### config.mk
export PLATFORM = sky130hd
export DESIGN_NAME = pipe_ctrl
export DESIGN_NICKNAME = d
export VERILOG_FILES = /design/src/rtl/pipe_ctrl.sv
export SDC_FILE = /design/constraint.sdc
export NUM_CORES = 1
export LEC_CHECK = 0
export CORE_UTILIZATION = 40
export DETAILED_ROUTE_END_ITERATION = 6
export PLACE_DENSITY = 0.75
export REMOVE_ABC_BUFFERS = 1
export SYNTH_ARGS = -nofsm -noshare
export SYNTH_HDL_FRONTEND = slang
export SYNTH_SLANG_ARGS = --single-unit
export TNS_END_PERCENT = 5
### constraint.sdc
create_clock -name clk -period 2.4 [get_ports clk]
set_clock_uncertainty 0.1 [all_clocks]
set_input_delay 0.36 -clock clk [delete_from_list [all_inputs] [get_ports clk]]
set_output_delay 0.36 -clock clk [all_outputs]
set_load 0.01 [all_outputs]
### src/rtl/pipe_ctrl.sv
// Pipeline hazard controller: forwarding select, load-use and memory stalls, branch flush FSM.
// Optional single-step debug hold is built when DEBUG_STEP_EN is defined.
module pipe_ctrl #(
    parameter int ADDR_W      = 5,
    parameter int BR_PENALTY  = 3,
    parameter int STALL_CNT_W = 16
) (
    input  logic                   clk,
    input  logic                   rst,
    input  logic [ADDR_W-1:0]      id_rs_addr,
    input  logic [ADDR_W-1:0]      id_rt_addr,
    input  logic                   id_rs_used,
    input  logic                   id_rt_used,
    input  logic                   id_is_branch,
    input  logic                   id_valid,
    input  logic [ADDR_W-1:0]      exe_wb_addr,
    input  logic                   exe_wb_wen,
    input  logic                   exe_mem_ren,
    input  logic [ADDR_W-1:0]      mem_wb_addr,
    input  logic                   mem_wb_wen,
    input  logic                   dmem_req,
    input  logic                   dmem_ack,
`ifdef DEBUG_STEP_EN
    input  logic                   debug_en,
    input  logic                   debug_step,
`endif
    output logic [1:0]             fwd_a_sel,
    output logic [1:0]             fwd_b_sel,
    output logic                   if_en,
    output logic                   id_en,
    output logic                   exe_en,
    output logic                   mem_en,
    output logic                   wb_en,
    output logic                   if_rst,
    output logic                   id_rst,
    output logic                   exe_rst,
    output logic                   mem_rst,
    output logic                   wb_rst,
    output logic [STALL_CNT_W-1:0] stall_cnt,
    output logic                   flushing
);

    typedef enum logic {IDLE, FLUSH} state_t;

    state_t                 state_q, state_d;
    logic [2:0]             br_cnt_q, br_cnt_d;
    logic [STALL_CNT_W-1:0] stall_cnt_q;
    logic                   rs_hit, rt_hit;
    logic                   rs_exe, rt_exe;
    logic                   load_use, mem_wait, dbg_hold;
    logic                   stall_evt;

`ifdef DEBUG_STEP_EN
    logic step_prev;

    always_ff @(posedge clk) begin
        if (rst) step_prev <= 1'b0;
        else     step_prev <= debug_step;
    end

    // A rising edge on debug_step releases the hold for one cycle
    assign dbg_hold = debug_en && !(debug_step && !step_prev);
`else
    assign dbg_hold = 1'b0;
`endif

    assign rs_hit = id_rs_used && (id_rs_addr != '0);
    assign rt_hit = id_rt_used && (id_rt_addr != '0);
    assign rs_exe = rs_hit && (id_rs_addr == exe_wb_addr) && exe_wb_wen;
    assign rt_exe = rt_hit && (id_rt_addr == exe_wb_addr) && exe_wb_wen;

    always_comb begin
        fwd_a_sel = 2'd0;
        fwd_b_sel = 2'd0;
        if (rs_exe && !exe_mem_ren)
            fwd_a_sel = 2'd1;
        else if (rs_hit && (id_rs_addr == mem_wb_addr) && mem_wb_wen)
            fwd_a_sel = 2'd2;
        if (rt_exe && !exe_mem_ren)
            fwd_b_sel = 2'd1;
        else if (rt_hit && (id_rt_addr == mem_wb_addr) && mem_wb_wen)
            fwd_b_sel = 2'd2;
    end

    assign load_use  = (rs_exe || rt_exe) && exe_mem_ren;
    assign mem_wait  = dmem_req && !dmem_ack;
    assign stall_evt = !rst && !dbg_hold && (mem_wait || load_use);

    always_ff @(posedge clk) begin
        if (rst) begin
            state_q  <= IDLE;
            br_cnt_q <= 3'd0;
        end else begin
            state_q  <= state_d;
            br_cnt_q <= br_cnt_d;
        end
    end

    always_comb begin
        state_d  = state_q;
        br_cnt_d = br_cnt_q;
        if_en    = 1'b1;
        id_en    = 1'b1;
        exe_en   = 1'b1;
        mem_en   = 1'b1;
        wb_en    = 1'b1;
        if_rst   = 1'b0;
        id_rst   = 1'b0;
        exe_rst  = 1'b0;
        mem_rst  = 1'b0;
        wb_rst   = 1'b0;
        if (rst) begin
            if_rst  = 1'b1;
            id_rst  = 1'b1;
            exe_rst = 1'b1;
            mem_rst = 1'b1;
            wb_rst  = 1'b1;
        end else if (dbg_hold || mem_wait) begin
            if_en  = 1'b0;
            id_en  = 1'b0;
            exe_en = 1'b0;
            mem_en = 1'b0;
            wb_en  = 1'b0;
        end else if (load_use) begin
            // Bubble into EXE; a branch in ID waits for the next cycle
            if_en   = 1'b0;
            id_en   = 1'b0;
            exe_rst = 1'b1;
        end else begin
            case (state_q)
                IDLE: begin
                    if (id_valid && id_is_branch) begin
                        id_rst   = 1'b1;
                        br_cnt_d = 3'(BR_PENALTY - 1);
                        if (BR_PENALTY > 1) state_d = FLUSH;
                    end
                end
                FLUSH: begin
                    id_rst   = 1'b1;
                    br_cnt_d = br_cnt_q - 3'd1;
                    if (br_cnt_q == 3'd1) state_d = IDLE;
                end
                default: state_d = IDLE;
            endcase
        end
    end

    always_ff @(posedge clk) begin
        if (rst)
            stall_cnt_q <= '0;
        else if (stall_evt && !(&stall_cnt_q))
            stall_cnt_q <= stall_cnt_q + 1'b1;
    end

    assign stall_cnt = stall_cnt_q;
    assign flushing  = (state_q == FLUSH) && !rst;

endmodule

**Word level (Yosys, flattened, before mapping)**

Index checks and enable logic that the tools add are counted.

- Register bits after elaboration: 20
- Input bits: 31
- Output and inout port bits: 31
- Logic and storage cells: 65

- $add $sub $neg: 2
- Eq/ne operators: 6
- Muxes and demuxes: 22
- Bitwise operators: 3
- Reductions and logical operators: 29

Operators with widths:

| operator | number |
|---|---|
| $eq 5x5->1 | 4 |
| $logic_and 1x1->1 | 18 |
| $add 16x1->16 const B | 1 |
| $reduce_and 16->1 | 1 |
| $mux 1 | 14 |
| $reduce_bool 5->1 | 2 |
| $mux 2 | 4 |
| $pmux 3 s2 | 1 |
| $logic_not 1->1 | 4 |
| $pmux 1 s2 | 2 |
| $eq 3x1->1 const B | 1 |
| $mux 3 | 1 |
| $not 1->1 | 3 |
| $reduce_and 3->1 | 1 |
| $sub 3x1->3 const B | 1 |
| $logic_or 1x1->1 | 2 |
| $ne 2x2->1 const B | 1 |
| $reduce_and 2->1 | 1 |

**Depth between registers and ports, before layout**

- Word-level depth: 9
- Gate-level depth with buffers: 8
- Depth with buffers taken out: 7

**Worst setup path after synthesis**

OpenSTA, ideal clock, no wires.

- Path kind: input port to output port
- Start point: input id_rt_addr[1]
- End point: output id_rst
- Arrival: 1861 ps
- Data required time: 1940 ps
- Setup slack: 79 ps
- Cell stages on the path: 7
- Buffers on the path: 1
- Cell sequence: or4_4 > o21ai_4 > nor3_2 > o21ai_4 > buf_6 > nand2_1 > o21ai_0

- Word-level cells in the longest chain between the ends: 9
- Elaborated cells on any way between the ends: 10
- Classes of those cells: eq/ne: 1; mux: 3; reduce/logical: 6

Ends and longest elaborated chain:

| what | line | source |
|---|---|---|
| start: declaration | 11 | `input logic [ADDR_W-1:0] id_rt_addr,` |
| $reduce_bool 5->1 | 68 | `assign rt_hit = id_rt_used && (id_rt_addr != '0);` |
| $logic_and 1x1->1 | 68 |  |
| $logic_and 1x1->1 * (2 in a row) | 70 | `assign rt_exe = rt_hit && (id_rt_addr == exe_wb_addr) && exe_wb_wen;` |
| $logic_or 1x1->1 * | 85 | `assign load_use = (rs_exe \|\| rt_exe) && exe_mem_ren;` |
| $logic_and 1x1->1 * | 85 |  |
| $mux 1 * | 124 | `end else if (load_use) begin` |
| $mux 1 * | 118 | `end else if (dbg_hold \|\| mem_wait) begin` |
| $mux 1 * | 112 | `if (rst) begin` |
| end: declaration | 35 | `output logic id_rst,` |

Every way passes the cells marked *; elsewhere a longest branch is shown, timed or not.

**Worst setup path after layout**

- Start point: input id_rs_addr[2]
- End point: output fwd_a_sel[0]

- Word-level cells in the longest chain between the ends: 6
- Elaborated cells on any way between the ends: 7
- Classes of those cells: eq/ne: 1; mux: 1; reduce/logical: 5

Ends and longest elaborated chain:

| what | line | source |
|---|---|---|
| start: declaration | 10 | `input logic [ADDR_W-1:0] id_rs_addr,` |
| $reduce_bool 5->1 | 67 | `assign rs_hit = id_rs_used && (id_rs_addr != '0);` |
| $logic_and 1x1->1 | 67 |  |
| $logic_and 1x1->1 * (2 in a row) | 69 | `assign rs_exe = rs_hit && (id_rs_addr == exe_wb_addr) && exe_wb_wen;` |
| $logic_and 1x1->1 * | 75 | `if (rs_exe && !exe_mem_ren)` |
| $mux 2 * | 75 |  |
| end: declaration | 27 | `output logic [1:0] fwd_a_sel,` |

Marked as above.

==> results.json <==
{
  "ant_nets": 0,
  "async_flop_share": 0,
  "instances_no_fill": 323,
  "period_share": 0.9939,
  "post-dp-hpwl_mm": 3.339,
  "top_layer": "met3",
  "clk_latency_ns": 0.26,
  "n_antenna_cell": 0,
  "met3WireLength_um": 127,
  "cts_tree": "done",
  "run_status": "finished clean",
  "clock_sinks": 20,
  "cts-buffers-inserted": 3,
  "syn_inst": 192,
  "syn_area_mm2": 0.001628,
  "r2r_setup_slack_ns": 0.31,
  "wl_per_cell_um": 13.43,
  "drtPass1Iterations": 4,
  "vias": 1642,
  "synth_enable_flop_cells": 0,
  "drive_gt1_frac": 0.2836,
  "initial_core_util": 0.4317,
  "grt_pass1_wl_mm": 7.203,
  "synth_top_family_by_area": "simple AND/OR/NAND/NOR gates",
  "synth-compound-area-share": 0.1768,
  "dp_cells": 314,
  "cp-start-kind": "input pin",
  "clock_path_buffers": 2,
  "fin_crit_ns": 2.385,
  "grt_pass1_vias": 1528,
  "fill_cells": 322,
  "hold_depth": 2,
  "antenna_found_initial": 0,
  "gp_congestion": 0.8084,
  "synth_area_leader_cell": "dfxtp_1",
  "yosys-mux-area-fraction": 0.1168,
  "die_y_um": 65.79,
  "setup-tns-final_ns": 0,
  "grt_max_degree": 23,
  "cp_max_fo": 2,
  "crit_arrival_ns": 1.93,
  "yosysTopAreaCellShare": 0.2460,
  "synth_cell_types": 45,
  "grt_usage": 0.2112,
  "endpoint_kind": "primary output",
  "rsz0062_at_grt": "yes",
  "viasPerCell": 5.084,
  "worst_pin_slew_ns": 0.3737,
  "power.density_mw_per_mm2": 314.2,
  "route.detailed.drc": 0,
  "clkSlewWorstSetupHoldPaths_ns": 0.07,
  "min-delay-start": "br_cnt_q[2]",
  "peakVddDrop_v": 0.0001834,
  "path_class": "input pin to primary output",
  "wl_met1_mm": 2.029,
  "finalSetupViolCount": 0,
  "dieArea_mm2": 0.004328,
  "drt-total-wl_mm": 4.338,
  "leakagePower_nw": 0.9794,
  "post_synth.cell_area_avg_um2": 8.478,
  "whs_endpoint": "br_cnt_q[2]",
  "portBuffers": 61,
  "yosys-top-cells-count": "dfxtp_1 (20), nor2_1 (18), nand2_1 (17)",
  "io_pins": 62,
  "yosysMostFrequentCell": "dfxtp_1",
  "max_cap_viol_count": 0,
  "yosys_warnings": 0,
  "synth_ff_type": "dfxtp_1",
  "fp.dieW_um": 65.79,
  "max_freq_mhz": 419.2,
  "reg2reg_from": "stall_cnt[0]",
  "regArea_um2": 400.4,
  "grt-ovfl-total": 0,
  "cts-root-buf": "clkbuf_8",
  "ys_ff_latch": 20,
  "synth_area_leaders": "dfxtp_1 (25%), xnor2_1 (6.5%), mux2_4 (5.5%)",
  "r2r_end": "stall_cnt[15]",
  "hold_violations": 0,
  "final_util": 0.6729,
  "slew_violations": 0,
  "slew-limit-headroom": 0.7486,
  "dr.first_iter.drc_count": 124,
  "htreeDepth": 1,
  "crit_start": "id_rs_addr[2]",
  "cts_hold_buf": 0,
  "area_delta_synth_final_pct": 55.88,
  "multiInputGateArea_mm2": 0.001200,
  "layout.nets": 311,
  "wl_met2_mm": 2.181,
  "ys_seq_area_frac": 0.2460,
  "synthXorXnorAreaFrac": 0.1076,
  "rows": 22,
  "core_area_mm2": 0.003771,
  "hp-class": "register to register",
  "yosys.area_share.simple": 0.2675,
  "worst-endpoint-required_ns": 1.94,
  "synthAdderAreaFrac": 0.02306,
  "reg2reg_depth": 7
}
repair_timing:
| item | 4_1_cts | 5_1_grt |
|---|---|---|
| resized for setup | 55 | 9 |
| buffers inserted | 2 | 4 |
| setup endpoints to repair | 11 | 13 |
| pin swaps | 11 | 9 |
registers in the layout (all words and copies together) (netlist names):
signal / flops
stall_cnt: 16
br_cnt_q: 3
state_q: 1
cells by family after synthesis:
kind of cell             count (synthesis)
AO/OA/AOI/OAI                           33
AND/OR/NAND/NOR                         83
XOR/XNOR                                20
buffers and inverters                   18
adder cells (fa/ha/maj)                  3
multiplexers                            15
flip-flops                              20
worst max-delay path, cell delays in order:
cell	delay, ns
dlygate4sd2_1	0.24
or4_4	0.52
o21ai_4	0.18
buf_4	0.14
buf_6	0.09
nor4_4	0.04
buf_4	0.14
clkdlybuf4s15_2	0.22
layout by cell type, fill, tap and decap left out, drive strengths merged, types with 8 or more instances in the layout:
cell type      count
clkdlybuf4s50     40
buf               37
dfxtp             20
nor2              18
nand2             17
nor2b             14
mux2              14
a21oi             13
xnor2             12
nand3             11
dlygate4sd2       10
xor2               8
routing by layer:
| layer | track usage | up-vias |
|---|---|---|
| met2 | 0.3431 | 28 |
| li1 | - | 845 |
| met4 | 0.05435 | 0 |
| met1 | 0.2856 | 769 |
| met5 | 0 | - |
| met3 | 0.03621 | 0 |
per-stage QoR:
stage                     cell area (µm²)  total power, W  hold WS (ns)  setup WS [ns]
after floorplan                      1549       0.0004339        0.3279      -0.004525
after global placement               2407       0.0005695        0.3489        -0.5955
after detailed placement             2407       0.0005730        0.3565        -0.6229
after CTS                            2476       0.0007935        0.3664        0.01434
after global routing                 2537       0.0008423        0.3897       -0.03054
final                                2537       0.0007973        0.3648        0.01452
power by group:
group / leakage [nW] / switching [W] / internal [W]
clock network: 0.0216 / 0.000107 / 0.000112
logic: 0.796 / 0.000106 / 0.000127
registers: 0.162 / 0.00000636 / 0.000339
area by class of cell:
class,instances,area share
Timing Repair Buffer,92,0.3190
Multi-Input combinational cell,154,0.4729
Clock buffer,3,0.01627
Tap cell,48,0.02367
Inverter,6,0.01036
Sequential cell,20,0.1578
worst max-delay path by stage:
stage | endpoint | slack (ns) | cells after the start
3_3_place_gp | id_rst | -0.60 | 8
3_5_place_dp | exe_rst | -0.62 | 9
4_1_cts | id_rst | 0.01 | 8
6_report | fwd_a_sel[0] | 0.01 | 8
5_1_grt | fwd_a_sel[1] | -0.03 | 8
2_1_floorplan | id_rst | -0.005 | 6
Note: power is estimated with default switching activity, not from simulation.
